**config.mk**
```make
export PLATFORM = sky130hd
export DESIGN_NAME = udp_cmd_decoder
export DESIGN_NICKNAME = d
export VERILOG_FILES = /design/src/rtl/udp_cmd_decoder.sv
export SDC_FILE = /design/constraint.sdc
export NUM_CORES = 1
export LEC_CHECK = 0
export CORE_MARGIN = 2
export CORE_UTILIZATION = 56
export DETAILED_ROUTE_END_ITERATION = 12
export PLACE_DENSITY = 0.82
export SKIP_LAST_GASP = 1
export SLEW_MARGIN = 5
export SYNTH_ARGS = -nofsm -noshare
export SYNTH_HDL_FRONTEND = slang
export SYNTH_SLANG_ARGS = --single-unit
```
**constraint.sdc**
```tcl
create_clock -name e_rxc -period 2.8 [get_ports e_rxc]
set_input_delay 0.28 -clock e_rxc [delete_from_list [all_inputs] [get_ports e_rxc]]
set_output_delay 0.28 -clock e_rxc [all_outputs]
set_load 0.01 [all_outputs]
```
**src/rtl/udp_cmd_decoder.sv**
```systemverilog
// Host command decoder: parses 3-word UDP command frames (magic, arg, checksum)
// and updates NCO phase increment, TX trigger period and one-shot trigger requests.
module udp_cmd_decoder #(
    parameter int                  PHI_W          = 7,
    parameter logic [PHI_W-1:0]    PHI_DEFAULT    = 7'd82,
    parameter int                  PERIOD_W       = 20,
    parameter logic [PERIOD_W-1:0] PERIOD_DEFAULT = 20'hffff7,
    parameter logic [15:0]         MAGIC          = 16'hA55A,
    parameter int                  ERR_W          = 8
) (
    input  logic                e_rxc,
    input  logic                reset_n,
    input  logic                pkt_sop,
    input  logic                pkt_eop,
    input  logic                data_o_valid,
    input  logic [31:0]         ram_wr_data,
    output logic [PHI_W-1:0]    phi_inc_o,
    output logic [PERIOD_W-1:0] period_o,
    output logic                trig_o,
    output logic                cmd_ok_o,
    output logic                cmd_err_o,
    output logic [ERR_W-1:0]    err_count_o,
    output logic [7:0]          last_seq_o
);

    // state  | meaning
    // IDLE   | waiting for pkt_sop
    // HDR    | waiting for word0 (magic/cmd/seq)
    // ARG    | waiting for word1 (argument)
    // CSUM   | waiting for word2 (checksum)
    // EXEC   | apply command (1 cycle)
    // ERR    | reject frame (1 cycle)
    // DRAIN  | discard remaining words until pkt_eop
    typedef enum logic [2:0] {
        S_IDLE, S_HDR, S_ARG, S_CSUM, S_EXEC, S_ERR, S_DRAIN
    } state_t;

    localparam logic [7:0] CMD_SET_PHI    = 8'h01;
    localparam logic [7:0] CMD_TRIG       = 8'h02;
    localparam logic [7:0] CMD_SET_PERIOD = 8'h03;
    localparam logic [7:0] CMD_CLR_ERR    = 8'h04;

    state_t              state, state_nx;
    logic [7:0]          cmd_r, seq_r;
    logic [PERIOD_W-1:0] arg_r;
    logic [15:0]         sum_r;
    logic                eop_seen, eop_nx;
    logic                ld_w0, ld_w1, err_now;
    logic                magic_ok, csum_ok, cmd_known;

    assign magic_ok  = (ram_wr_data[31:16] == MAGIC);
    assign csum_ok   = (ram_wr_data[15:0] == ~sum_r);
    assign cmd_known = (cmd_r >= CMD_SET_PHI) && (cmd_r <= CMD_CLR_ERR);

    always_comb begin
        state_nx = state;
        eop_nx   = 1'b0;
        ld_w0    = 1'b0;
        ld_w1    = 1'b0;
        err_now  = (state == S_ERR);
        if (pkt_sop) begin
            // A new payload always restarts parsing; abandoning a half-parsed frame is an error.
            if (state == S_ARG || state == S_CSUM)
                err_now = 1'b1;
            if (data_o_valid) begin
                state_nx = magic_ok ? S_ARG : S_ERR;
                ld_w0    = magic_ok;
                eop_nx   = pkt_eop;
            end else begin
                state_nx = S_HDR;
            end
        end else begin
            case (state)
                S_IDLE: state_nx = S_IDLE;
                S_HDR: begin
                    if (data_o_valid) begin
                        state_nx = magic_ok ? S_ARG : S_ERR;
                        ld_w0    = magic_ok;
                        eop_nx   = pkt_eop;
                    end else if (pkt_eop) begin
                        state_nx = S_ERR;
                        eop_nx   = 1'b1;
                    end
                end
                S_ARG: begin
                    if (data_o_valid) begin
                        state_nx = S_CSUM;
                        ld_w1    = 1'b1;
                    end else if (pkt_eop) begin
                        state_nx = S_ERR;
                        eop_nx   = 1'b1;
                    end
                end
                S_CSUM: begin
                    if (data_o_valid) begin
                        state_nx = (csum_ok && cmd_known) ? S_EXEC : S_ERR;
                        eop_nx   = pkt_eop;
                    end else if (pkt_eop) begin
                        state_nx = S_ERR;
                        eop_nx   = 1'b1;
                    end
                end
                S_EXEC, S_ERR: state_nx = (eop_seen || pkt_eop) ? S_IDLE : S_DRAIN;
                S_DRAIN: if (pkt_eop) state_nx = S_IDLE;
                default: state_nx = S_IDLE;
            endcase
        end
    end

    always_ff @(posedge e_rxc or negedge reset_n) begin
        if (!reset_n) begin
            state    <= S_IDLE;
            eop_seen <= 1'b0;
            cmd_r    <= '0;
            seq_r    <= '0;
            arg_r    <= '0;
            sum_r    <= '0;
        end else begin
            state    <= state_nx;
            eop_seen <= eop_nx;
            if (ld_w0) begin
                cmd_r <= ram_wr_data[15:8];
                seq_r <= ram_wr_data[7:0];
                sum_r <= ram_wr_data[31:16] + ram_wr_data[15:0];
            end
            if (ld_w1) begin
                arg_r <= ram_wr_data[PERIOD_W-1:0];
                sum_r <= sum_r + ram_wr_data[31:16] + ram_wr_data[15:0];
            end
        end
    end

    always_ff @(posedge e_rxc or negedge reset_n) begin
        if (!reset_n) begin
            phi_inc_o   <= PHI_DEFAULT;
            period_o    <= PERIOD_DEFAULT;
            trig_o      <= 1'b0;
            cmd_ok_o    <= 1'b0;
            cmd_err_o   <= 1'b0;
            err_count_o <= '0;
            last_seq_o  <= '0;
        end else begin
            trig_o    <= (state == S_EXEC) && (cmd_r == CMD_TRIG);
            cmd_ok_o  <= (state == S_EXEC);
            cmd_err_o <= err_now;
            if (err_now && (err_count_o != {ERR_W{1'b1}}))
                err_count_o <= err_count_o + 1'b1;
            if (state == S_EXEC) begin
                last_seq_o <= seq_r;
                case (cmd_r)
                    CMD_SET_PHI:    phi_inc_o   <= arg_r[PHI_W-1:0];
                    CMD_SET_PERIOD: period_o    <= arg_r;
                    CMD_CLR_ERR:    err_count_o <= '0;
                    default:        ;
                endcase
            end
        end
    end

endmodule

```
### Yosys cells after proc, flatten, opt, wreduce, memory -nomap -nowiden

Index checks and enable logic that the tools add are counted.

| cells by class | value |
|---|---|
| bitwise operators | 1 |
| add/subtract/negate cells | 4 |
| order comparisons | 2 |
| mux-type cells | 30 |
| eq/ne operators | 14 |
| reduce and logical (&&, ||, !) cells | 11 |

Operators by type and width:

| operator | number |
|---|---|
| $add A16 B16 Y16 | 3 |
| $mux W16 | 2 |
| $mux W3 | 9 |
| $mux W8 | 3 |
| $eq A16 B16 Y1 | 1 |
| $eq A16 B16 Y1 const B | 1 |
| $eq A8 B2 Y1 const B | 2 |
| $not A16 Y16 | 1 |
| $pmux W3 S5 | 1 |
| $mux W1 | 14 |
| $eq A3 B3 Y1 const B | 3 |
| $add A8 B1 Y8 const B | 1 |
| $eq A8 B1 Y1 const B | 1 |
| $eq A8 B3 Y1 const B | 1 |
| $ge A8 B1 Y1 const B | 1 |
| $le A8 B3 Y1 const B | 1 |
| $ne A8 B8 Y1 const B | 1 |
| $eq A3 B2 Y1 const B | 2 |
| $logic_and A1 B1 Y1 | 4 |
| $reduce_and A2 Y1 | 2 |
| $reduce_or A2 Y1 | 2 |
| $eq A3 B1 Y1 const B | 1 |
| $ne A3 B3 Y1 const B | 1 |
| $logic_or A1 B1 Y1 | 2 |
| other kinds (2) | 2 |

| word-level totals | value |
|---|---|
| bits of input ports | 37 |
| bits in registers | 102 |
| output and inout bits | 46 |

### Logic depth before layout (Yosys ltp)

Gate-level depths: netlist (run 1).

| depth | value |
|---|---|
| word-level depth | 8 |
| depth in mapped cells | 13 |
| depth with buffers taken out | 13 |

### Least setup slack after synthesis (run 1)

Ideal clock, no wire load.

| timing | value |
|---|---|
| kind | reg-to-reg |
| start | register sum_r[1] |
| end | register sum_r[15] |
| slack | 0.225 ns |
| period minus slack after synthesis | 2.575 ns |
| path buffers | 0 |
| data arrival time | 2.502 ns |
| stages on the path, launching flop included | 12 |
| cell sequence | dfrtp_1 fa_1 ha_1 inv_1 fa_1 nand2b_1 a21oi_1 a211oi_1 o21ai_0 a31oi_1 xnor2_1 a2bb2oi_2 |

| on the way | value |
|---|---|
| cells in the longest elaborated chain, start to end | 3 |

RTL lines:

| element | line | source |
|---|---|---|
| start, declared | 46 | `logic [15:0] sum_r;` |
| start signal, assigned | 124 | `sum_r <= ram_wr_data[31:16] + ram_wr_data[15:0];` |
| start signal, assigned | 128 | `sum_r <= sum_r + ram_wr_data[31:16] + ram_wr_data[15:0];` |
| $add A16 B16 Y16 (2 in series) | 128 |  |
| $mux W16 | 126 | `if (ld_w1) begin` |

No other way between the ends.
A chain may end at the register's enable or synchronous reset.

### Worst setup path after layout (run 1)

Ends and elaborated chain as after synthesis.

==> results of run 1 <==
==> synthesized netlist by cell type (all sizes together) (3+ instances only) <==
cell type,number
ha,30
nor2,33
nand2,76
dfstp,22
nor4bb,8
mux2,51
a21oi,31
clkbuf,7
nand3,12
nor3,4
and3,7
xor2,30
nand4,5
nand2b,7
dfrtp,80
nor4,3
a211oi,5
o21ai,32
fa,17
mux2i,7
buf,10
a31oi,9
inv,16
xnor2,18
nor2b,6
a21boi,4
a21o,10
==> power groups by stage <==
stage / logic, mW / clock network [mW] / registers, mW
after CTS: 1.67 / 0.888 / 1.76
final: 1.72 / 0.890 / 1.76
after global routing: 1.90 / 0.953 / 1.78
after global placement: 1.57 / 0 / 1.77
after floorplan: 0.954 / 0 / 1.76
after detailed placement: 1.64 / 0 / 1.78
==> path summary, 6_finish.rpt <==
path,start,to,slack (ns),depth (start not counted)
max in group asynchronous,reset_n,period_o[10],1.71,3
min in group e_rxc,ram_wr_data[1],arg_r[1],0.47,4
setup reg to reg,sum_r[1],sum_r[15],0.08,12
hold / removal,reset_n,sum_r[4],0.33,2
setup / recovery,sum_r[1],sum_r[15],0.08,12
hold reg to reg,seq_r[2],seq_r[2],0.47,2
==> critical path, cell delays in order, from the launching register on <==
cell       delay [ns]
dfrtp_1          0.42
fa_1             0.50
ha_2             0.19
inv_1            0.05
fa_2             0.35
nand2b_4         0.16
a21oi_1          0.14
a211oi_1         0.08
buf_4            0.17
o21ai_4          0.15
a31oi_2          0.12
xnor2_1          0.20
a2bb2oi_2        0.14
==> routing by layer <==
layer / wire, um / GRT usage [%]
met1: 6560 / 35.8
met3: 680 / 3.50
met2: 8040 / 49.3
met5: 0 / 0
met4: 333 / 9.89
==> state kept, by name, summed over array words and instances, names as in the netlist <==
| signal | count |
|---|---|
| arg_r | 20 |
| period_o | 20 |
| sum_r | 16 |
| cmd_r | 8 |
| err_count_o | 8 |
| last_seq_o | 8 |
| seq_r | 8 |
| phi_inc_o | 7 |
| state | 3 |
| cmd_err_o | 1 |
| cmd_ok_o | 1 |
| eop_seen | 1 |
| trig_o | 1 |
==> cell type report <==
type	instances	area (um2)	share of cell area, %
clock inverter	5	42.5	0.545
tap	140	175	2.24
timing repair buffer	157	1400	17.9
inverter	16	60.1	0.769
multi-input combinational	443	3410	43.7
clock buffer	11	141	1.81
sequential	102	2580	33.0
==> what timing repair did <==
| item | 4_1_cts | 5_1_grt |
|---|---|---|
| setup endpoints to repair | 4 | 6 |
| pin swaps | 1 | 2 |
| gates resized for setup | 4 | 13 |
| hold buffers | 1 | 0 |
| endpoints found under the hold margin | 18 | 0 |
==> per-stage QoR <==
step	setup slack, ns	instances
final	0.0758	874
after global routing	-0.0132	874
after global placement	-0.479	857
after CTS	0.0248	874
after detailed placement	-0.563	857
after floorplan	0.225	578
==> logic make-up after synthesis <==
logic type | after synthesis
AOI/OAI and AO/OA | 119
xor gates and xnor gates | 48
adders and majority gates | 47
buffers and inverters | 33
DFF | 102
muxes | 58
and+or+nand+nor | 171
==> summary.md, run 1 <==
| Metric | Value |
|---|---|
| CTS tree | built |
| Synth area leader | dfrtp_1 |
| Number of fill cells | 789 |
| Cell variety after synth | 61 |
| Area delta synth->final | 28.6% |
| Global-route wire length before repair | 25.5 mm |
| Seq/Total Area, Yosys | 42.5% |
| Initial DRT Pass Iterations | 6 |
| Final hold slack | 0.326 ns |
| Core area | 0.0107 mm2 |
| Die area | 0.0117 mm2 |
| WL/cell | 17.9 um |
| Post-Synthesis Net Count | 662 |
| Top FF cell, synth | dfrtp_1 |
| Tcrit/Tclk final | 97.3% |
| Setup TNS | 0 ns |
| DIE WIDTH | 108 um |
| Initial DRC count | 324 |
| Initial antenna violation count | 0 |
| Ratio of cells with drive above 1 in the final layout | 21.7% |
| Cell-internal power | 2.85 mW |
| CTS root buffer | clkbuf_8 |
| I/O pins | 83 |
| FF+latch count, synth | 102 |
| Slew @ Worst Pin | 0.557 ns |
| Worst-Skew Late Latency | 0.37 ns |
| Adder-cell share of the synthesized area | 11.8% |
| Input/output buffers | 82 |
| Total Wirelength | 15.6 mm |
| CP Class | reg -> reg |
| Hold Crit Class | in -> async |
| WP data required | 3.10 ns |
| CP Max Fanout | 3 |
| Clk_skew | 0.0109 ns |
| VDD IR-drop max | 0.477 mV |
| Pin count of the biggest net entering global routing | 85 |
| Vias in the first global route | 5195 |
| Dpl hpwl | 12.1 mm |
| Post-synth ARST share | 100% |
| Setup Fix Bufs, Post-CTS | 0 |
| Effective utilization at floorplan | 56.8% |
| Critical Path Source Type | flip-flop |
| Gpl congestion | 0.884 |
| EDFF count, synth | 0 |
| Warnings, synthesis | 0 |
| Layout Utilization | 73.0% |
| DR DRC count | 0 |
| Final Cell Area | 0.00781 mm2 |
| Status | finished clean |
| # rows | 38 |
| Sw power | 1.52 mW |
| Final Net Count | 813 |
| Peak Freq | 0.367 GHz |
| P per Cell Area | 559 mW/mm2 |
| Combinational family with the most area after synthesis | simple AND/OR/NAND/NOR gates |
| Total clock buffers created by CTS | 9 |
| Syn_area_per_cell | 10.5 um2 |
| Final count of hold timing violations | 0 |
| Compound-cell area share of the yosys netlist | 12.6% |
| Setup violators final | 0 |
| Leak Pwr | 3.75 nW |
| Grt ovf | 0 |
| Power Total | 4.37 mW |
| Htree depth | 3 |
| Sw Ratio | 34.7% |
| Mux share of post-synthesis cell area | 10.6% |
| Top cell type's share of synthesized area | 32.9% |
| Total of max-cap violations | 0 |
| Synth Instances | 578 |
| Vias per cell | 5.77 |
| Max_slew headroom | 62.7% |
| Most frequent cells in the layout | dfrtp_1 (80), clkdlybuf4s50_1 (80), nand2_1 (76) |
| Xor and xnor area share after synthesis | 6.92% |
| Tmin final | 2.72 ns |
| Pins Over Slew Limit | 0 |
| Antenna fix cells | 0 |
| Final ANT Viol Nets | 0 |
| Global Route Usage Sum | 28.1% |
| DP Area | 0.00757 mm2 |
| Ranking of synthesized cells by area | dfrtp_1 (33%), dfstp_2 (9.5%), ha_1 (6.2%) |
| Clock Tree Buf Depth | 2 |
| DR vias | 5047 |
| Worst setup EP type | flip-flop |
| Post-Syn Area | 0.00608 mm2 |
| Gate power share | 39.3% |
| Worst-path clk slew | 0.11 ns |
| Clock share of power | 20.4% |
| Die Height | 108 um |
| Sink Count | 102 |
| WP data arrival | 3.03 ns |
| Simple-gate share of the synthesized area | 13.5% |
| Sequential fraction of design power | 40.3% |
No activity file was read; power rests on OpenSTA's default activity.
==> inputs of run 2 (changes only) <==
--- a/config.mk
+++ b/config.mk
@@ -7,8 +7,9 @@
 export LEC_CHECK = 0
 export CORE_MARGIN = 2
 export CORE_UTILIZATION = 56
+export CTS_CLUSTER_DIAMETER = 80
 export DETAILED_ROUTE_END_ITERATION = 12
-export PLACE_DENSITY = 0.82
+export PLACE_DENSITY_LB_ADDON = 0.15
 export SKIP_LAST_GASP = 1
 export SLEW_MARGIN = 5
 export SYNTH_ARGS = -nofsm -noshare
==> run 2 against run 1 <==
Clock power hardly changed. Non-clock buffer count rose by 4. Sequential share of layout area fell by 0.069 points. Die area stayed put. Critical path depth is 3 lower. Clock skew about the same. Sequential power barely moved. Critical path type unchanged.
==> summary.md, run 2 (same netlist as run 1, synthesis figures left out) <==
| Metric | Value |
|---|---|
| Die area | 0.0117 mm2 (unchanged) |
| Initial DRT Pass Iterations | 4 (-2) |
| Clk_skew | 0.0113 ns (+0.000446 ns) |
| Final ANT Viol Nets | 0 (unchanged) |
| Max_slew headroom | 45.2% (-17 points) |
| Htree depth | 3 (unchanged) |
| Antenna fix cells | 0 (unchanged) |
| Tcrit/Tclk final | 93.9% (-3.4 points) |
| Peak Freq | 0.380 GHz (+3.6%) |
| DR vias | 5090 (+0.85%) |
| Vias in the first global route | 5130 (-1.3%) |
| Leak Pwr | 3.77 nW (+0.51%) |
| CTS root buffer | clkbuf_8 |
| Worst setup EP type | flip-flop |
| Final count of hold timing violations | 0 (unchanged) |
| Worst-Skew Late Latency | 0.36 ns (about the same) |
| Final Net Count | 817 (+0.49%) |
| Input/output buffers | 82 (unchanged) |
| Total of max-cap violations | 0 (unchanged) |
| Pre-CTS setup slack | -0.493 ns (+0.0707 ns) |
| Slew @ Worst Pin | 0.822 ns (+0.264 ns) |
| Slowest Stage Delay on Critical Path | 0.47 ns (-0.03 ns) |
| CTS tree | built |
| Total Wirelength | 15.6 mm (about the same) |
| Initial antenna violation count | 0 (unchanged) |
| Dpl hpwl | 12.3 mm (+1.5%) |
| Grt ovf | 0 (unchanged) |
| Initial DRC count | 257 (-21%) |
| VDD IR-drop max | 0.360 mV (-25%) |
| Cell mode on critical path | a21o_1 |
| Setup violators final | 0 (unchanged) |
| WL/cell | 17.8 um (-0.49%) |
| CP Max Fanout | 3 (unchanged) |
| Global Route Usage Sum | 28.2% (+0.17 points) |
| Final Cell Area | 0.00783 mm2 (+0.21%) |
| Gpl congestion | 0.958 (+8.3%) |
| Crit-path slowest cell | fa_1 |
| Critical Path Source Type | flip-flop |
| Area delta synth->final | 28.8% |
| Worst-path cell chain | fa_1, ha_1, a21o_1, a41oi_1, o21ai_1, a31oi_1, xor2_1, o21ai_0, a21o_1 |
| DP Area | 0.00762 mm2 (+0.66%) |
| Status | finished clean |
| Tmin final | 2.63 ns (-0.0949 ns) |
| Worst-path clk slew | 0.11 ns (about the same) |
| Most frequent cells in the layout | clkdlybuf4s50_1 (81), dfrtp_1 (80), buf_4 (78) |
| Vias per cell | 5.80 (+0.39%) |
| R2R setup slack | 0.17 ns (+0.09 ns) |
| CP Class | reg -> reg |
| Core area | 0.0107 mm2 (unchanged) |
| Pins Over Slew Limit | 0 (unchanged) |
| Total clock buffers created by CTS | 9 (unchanged) |
| Pin count of the biggest net entering global routing | 64 (-25%) |
| Global-route wire length before repair | 25.4 mm (-0.19%) |
| Final hold slack | 0.000192 ns (-0.326 ns) |
| Layout Utilization | 73.2% (+0.15 points) |
| Hold Crit Class | in -> async |
| CTS Hold Buffers Added | 0 (-1) |
| I/O pins | 83 (unchanged) |
| Sink Count | 102 (unchanged) |
| Buf/Inv on CP | 0 (-2) |
| WP data required | 3.06 ns (-0.04 ns) |
| Largest regs | arg_r (20), period_o (20), sum_r (16) |
| Power Total | 4.36 mW (-0.21%) |
| RSZ-0062 raised after global routing | false |
| P per Cell Area | 557 mW/mm2 (-0.42%) |
| # rows | 38 (unchanged) |
| WP data arrival | 2.89 ns (-0.14 ns) |
| Commonest non-fill, non-tap cell in the layout | clkdlybuf4s50_1 |
| Ratio of cells with drive above 1 in the final layout | 21.7% (about the same) |
| Effective utilization at floorplan | 56.8% (unchanged) |
| Die Height | 108 um (unchanged) |
| DR DRC count | 0 (unchanged) |
| PnR worst setup slack | 0.171 ns (+0.0949 ns) |
| Clock Tree Buf Depth | 2 (unchanged) |
| Number of fill cells | 800 (+1.4%) |
| Delay-heaviest family, CP | compound AO/OA/AOI/OAI gates |
| DIE WIDTH | 108 um (unchanged) |
## run 2: cell count changes in the layout (fill, tap and decap cells not counted), sizes merged
| cell | delta |
|---|---|
| clkinvlp | -2 |
| clkinv | +3 |
| dlymetal6s2s | -1 |
| clkbuf | -1 |
| clkdlybuf4s50 | +1 |
| buf | +5 |
| dlygate4sd3 | -1 |
## run 2: worst paths after layout
kind | startpoint | end | cells past startpoint
max in group asynchronous | reset_n | period_o[16] | 2
min in group e_rxc | cmd_r[4] | cmd_r[4] | 2
worst max register to register | sum_r[2] | sum_r[8] | 9
worst min-delay path | reset_n | period_o[3] | 1
worst max-delay path | sum_r[2] | sum_r[8] | 9
worst min register to register | cmd_r[4] | cmd_r[4] | 2
## run 2: power breakdown
group / internal, mW / switching (mW)
clock network: 0.342 / 0.550
logic: 0.875 / 0.829
registers: 1.61 / 0.148
## run 2: layout make-up
type,count,area (um2),share of cell area [%]
Clock inverter,6,56.3,0.719
Tap cell,140,175,2.24
Sequential cell,102,2580,33.0
Inverter,16,60.1,0.767
Clock buffer,10,128,1.63
Timing Repair Buffer,161,1440,18.3
Multi-Input combinational cell,443,3390,43.3
## run 2: what timing repair did
| item | 4_1_cts | 5_1_grt |
|---|---|---|
| setup buffers | 0 | 0 |
| resized for setup | 2 | 8 |
| pin swaps | 0 | 5 |
| endpoints found under the setup margin | 3 | 6 |
## run 2: metrics by stage
stage | TNS (ns) | instances
after CTS | 0 | 878
final | 0 | 878
after global placement | -2.05 | 862
after floorplan | 0 | 578
after global routing | 0 | 878
after detailed placement | -2.85 | 862
## run 2: layer usage
metal,part of all wire (%),vias to the layer above,global-route usage (%)
li1,-,2363,-
met5,0,-,0
met3,3.7,34,2.65
met2,49,140,47.9
met4,2.3,0,9.62
met1,45,2553,38.3
==> inputs of run 3 (changes only) <==
--- a/config.mk
+++ b/config.mk
@@ -6,9 +6,10 @@
 export NUM_CORES = 1
 export LEC_CHECK = 0
 export CORE_MARGIN = 2
-export CORE_UTILIZATION = 56
+export CORE_UTILIZATION = 60
 export CTS_CLUSTER_DIAMETER = 80
 export DETAILED_ROUTE_END_ITERATION = 12
+export DONT_BUFFER_PORTS = 1
 export PLACE_DENSITY_LB_ADDON = 0.15
 export SKIP_LAST_GASP = 1
 export SLEW_MARGIN = 5
==> run 3 against run 2 <==
Combinational power shrank 26%. Cell count shrank 18%. Critical path depth grew 2. Core utilization shrank 6.8 points. Flip-flop and latch count is the same. Via count shrank 13%. Non-clock buffer count shrank 151. Critical path type unchanged. Largest power group unchanged. Highest routed layer unchanged.
==> summary.md, run 3 (same netlist as run 1, synthesis figures left out) <==
| Metric | Value |
|---|---|
| RSZ-0062 raised after global routing | true |
| Critical Path Source Type | flip-flop |
| CP Max Fanout | 3 (unchanged) |
| Slowest Stage Delay on Critical Path | 0.44 ns (-0.03 ns) |
| Core area | 0.00982 mm2 (-8.2%) |
| P per Cell Area | 616 mW/mm2 (+11%) |
| DIE WIDTH | 105 um (-3.3%) |
| Initial DRC count | 295 (+15%) |
| WP data arrival | 2.85 ns (-0.04 ns) |
| Metal-1 WL | 6.27 mm (-11%) |
| Die Height | 105 um (-3.3%) |
| Total Wirelength | 14.2 mm (-9.1%) |
| Vias per cell | 6.14 (+6.0%) |
| Tmin final | 2.62 ns (-0.0136 ns) |
| Input/output buffers | 0 (-100%) |
| Initial DRT Pass Iterations | 5 (+1) |
| Sink Count | 102 (unchanged) |
| CP Class | reg -> reg |
| Buf/Inv on CP | 1 (+1) |
| Total of max-cap violations | 0 (unchanged) |
| Clk_skew | 0.00844 ns (-0.00288 ns) |
| PnR worst setup slack | 0.184 ns (+0.0136 ns) |
| Dpl hpwl | 10.7 mm (-13%) |
| Met3 WL | 950 um (+63%) |
| Grt ovf | 0 (unchanged) |
| Final ANT Viol Nets | 0 (unchanged) |
| Final count of hold timing violations | 0 (unchanged) |
| Worst setup EP type | flip-flop |
| DR WL met2 | 6.60 mm (-14%) |
| Final Net Count | 666 (-18%) |
| Global Route Usage Sum | 27.1% (-1.1 points) |
| Status | finished clean |
| Clock Tree Buf Depth | 2 (unchanged) |
| Total clock buffers created by CTS | 9 (unchanged) |
| Final hold slack | 0.0191 ns (+0.0189 ns) |
| WL/cell | 19.7 um (+11%) |
| Antenna fix cells | 0 (unchanged) |
| Fin cells | 720 (-18%) |
| Worst-path cell chain | fa_1, ha_1, inv_1, fa_2, nand2b_4, a21oi_2, a211oi_2, o21ai_1, a21boi_1, xor2_1, mux2i_1 |
| VDD IR-drop max | 0.242 mV (-33%) |
| Worst-Skew Late Latency | 0.37 ns (about the same) |
| CTS root buffer | clkbuf_8 |
| Delay-heaviest family, CP | adder cells |
| CTS tree | built |
| Gpl congestion | 0.935 (-2.3%) |
| Cell Count Post-Placement | 701 (-19%) |
| Top layer in use | met4 |
| Pin count of the biggest net entering global routing | 103 (+61%) |
| R2r startpoint | sum_r[1] |
| Largest regs | arg_r (20), period_o (20), sum_r (16) |
| R2R setup slack | 0.18 ns (about the same) |
| Hold Crit Class | in -> reg |
| Crit path from | sum_r[1] |
| Worst-path clk slew | 0.10 ns (about the same) |
| Tcrit/Tclk final | 93.4% (-0.49 points) |
| Htree depth | 3 (unchanged) |
| DR vias | 4423 (-13%) |
| I/O pins | 83 (unchanged) |
| Vias in the first global route | 4382 (-15%) |
| Setup violators final | 0 (unchanged) |
| Ratio of cells with drive above 1 in the final layout | 15.5% (-6.2 points) |
| # rows | 36 (-5.3%) |
| Number of fill cells | 786 (-1.8%) |
| HP Start | ram_wr_data[5] |
| Crit-path slowest cell | fa_1 |
| Peak Freq | 0.382 GHz (+0.52%) |
| Slew @ Worst Pin | 0.644 ns (-0.178 ns) |
| Pre-CTS setup slack | -0.0242 ns (+0.469 ns) |
| Most frequent cells in the layout | dfrtp_1 (80), nand2_1 (75), nor2_1 (32) |
| Leak Pwr | 3.15 nW (-16%) |
| Power Total | 4.01 mW (-7.9%) |
| WP data required | 3.03 ns (-0.03 ns) |
| Initial antenna violation count | 0 (unchanged) |
| Global-route wire length before repair | 23.1 mm (-9.2%) |
| DR DRC count | 0 (unchanged) |
| Area delta synth->final | 7.29% |
| Max_slew headroom | 56.5% (+11 points) |
| Die area | 0.0109 mm2 (-6.4%) |
| Commonest non-fill, non-tap cell in the layout | dfrtp_1 |
| Pins Over Slew Limit | 0 (unchanged) |
| Effective utilization at floorplan | 61.9% (+5.1 points) |
==> run 3: changes by cell type in the layout (fill, tap and decap cells not counted), sizes merged <==
cell,delta
buf,-71
bufinv,+1
clkdlybuf4s50,-81
clkinv,+1
clkinvlp,-1
dlygate4sd3,+1
inv,-1
==> run 3: area by class of cell <==
type / count / area, um2 / area share [%]
Clock buffer: 10 / 138 / 2.11
Timing Repair Buffer: 10 / 110 / 1.69
Tap cell: 133 / 166 / 2.55
Inverter: 16 / 60.1 / 0.921
Sequential cell: 102 / 2580 / 39.6
Clock inverter: 6 / 70.1 / 1.07
Multi-Input combinational cell: 443 / 3400 / 52.1
==> run 3: power by group <==
group	internal, mW	leakage (nW)	switching, mW	total [mW]
Clock	0.444	0.107	0.518	0.962
Sequential	1.61	1.31	0.176	1.79
Combinational	0.595	1.73	0.668	1.26
==> run 3: repair_timing <==
| action | in CTS | in global routing |
|---|---|---|
| hold endpoints to repair | 102 | 0 |
| setup endpoints to repair | 2 | 5 |
| hold buffers | 2 | 0 |
| setup buffers | 0 | 1 |
| pin swaps | 0 | 3 |
| resized for setup | 2 | 9 |
| gates cloned | 0 | 0 |
==> run 3: through the flow <==
stage / instance area (um2) / util [%] / TNS (ns)
floorplan: 6080 / - / 0
global placement: 6240 / 63.5 / 0
detailed placement: 6240 / 63.5 / -0.0264
CTS: 6490 / 66.1 / 0
global route: 6520 / 66.4 / -0.00578
finish: 6520 / 66.4 / 0
==> run 3: layer usage <==
layer	track usage [%]	vias up
met1	37.8	2192
met5	0	-
met4	9.81	0
li1	-	2062
met3	6.61	24
met2	41.5	145
==> run 3: final timing paths <==
path,to,cells after the start
worst max-delay path,sum_r[11],11
worst max register to register,sum_r[11],11
min in group asynchronous,arg_r[10],2
worst min-delay path,seq_r[5],2
worst min register to register,seq_r[7],2
max in group asynchronous,phi_inc_o[6],2
==> run 3: worst register-to-register path, stage by stage, from the launching register on <==
cell      delay, ns
dfrtp_1        0.42
fa_1           0.44
ha_1           0.23
inv_1          0.08
fa_2           0.20
nand2b_4       0.14
a21oi_2        0.05
a211oi_2       0.34
o21ai_1        0.16
a21boi_1       0.19
xor2_1         0.15
mux2i_1        0.08
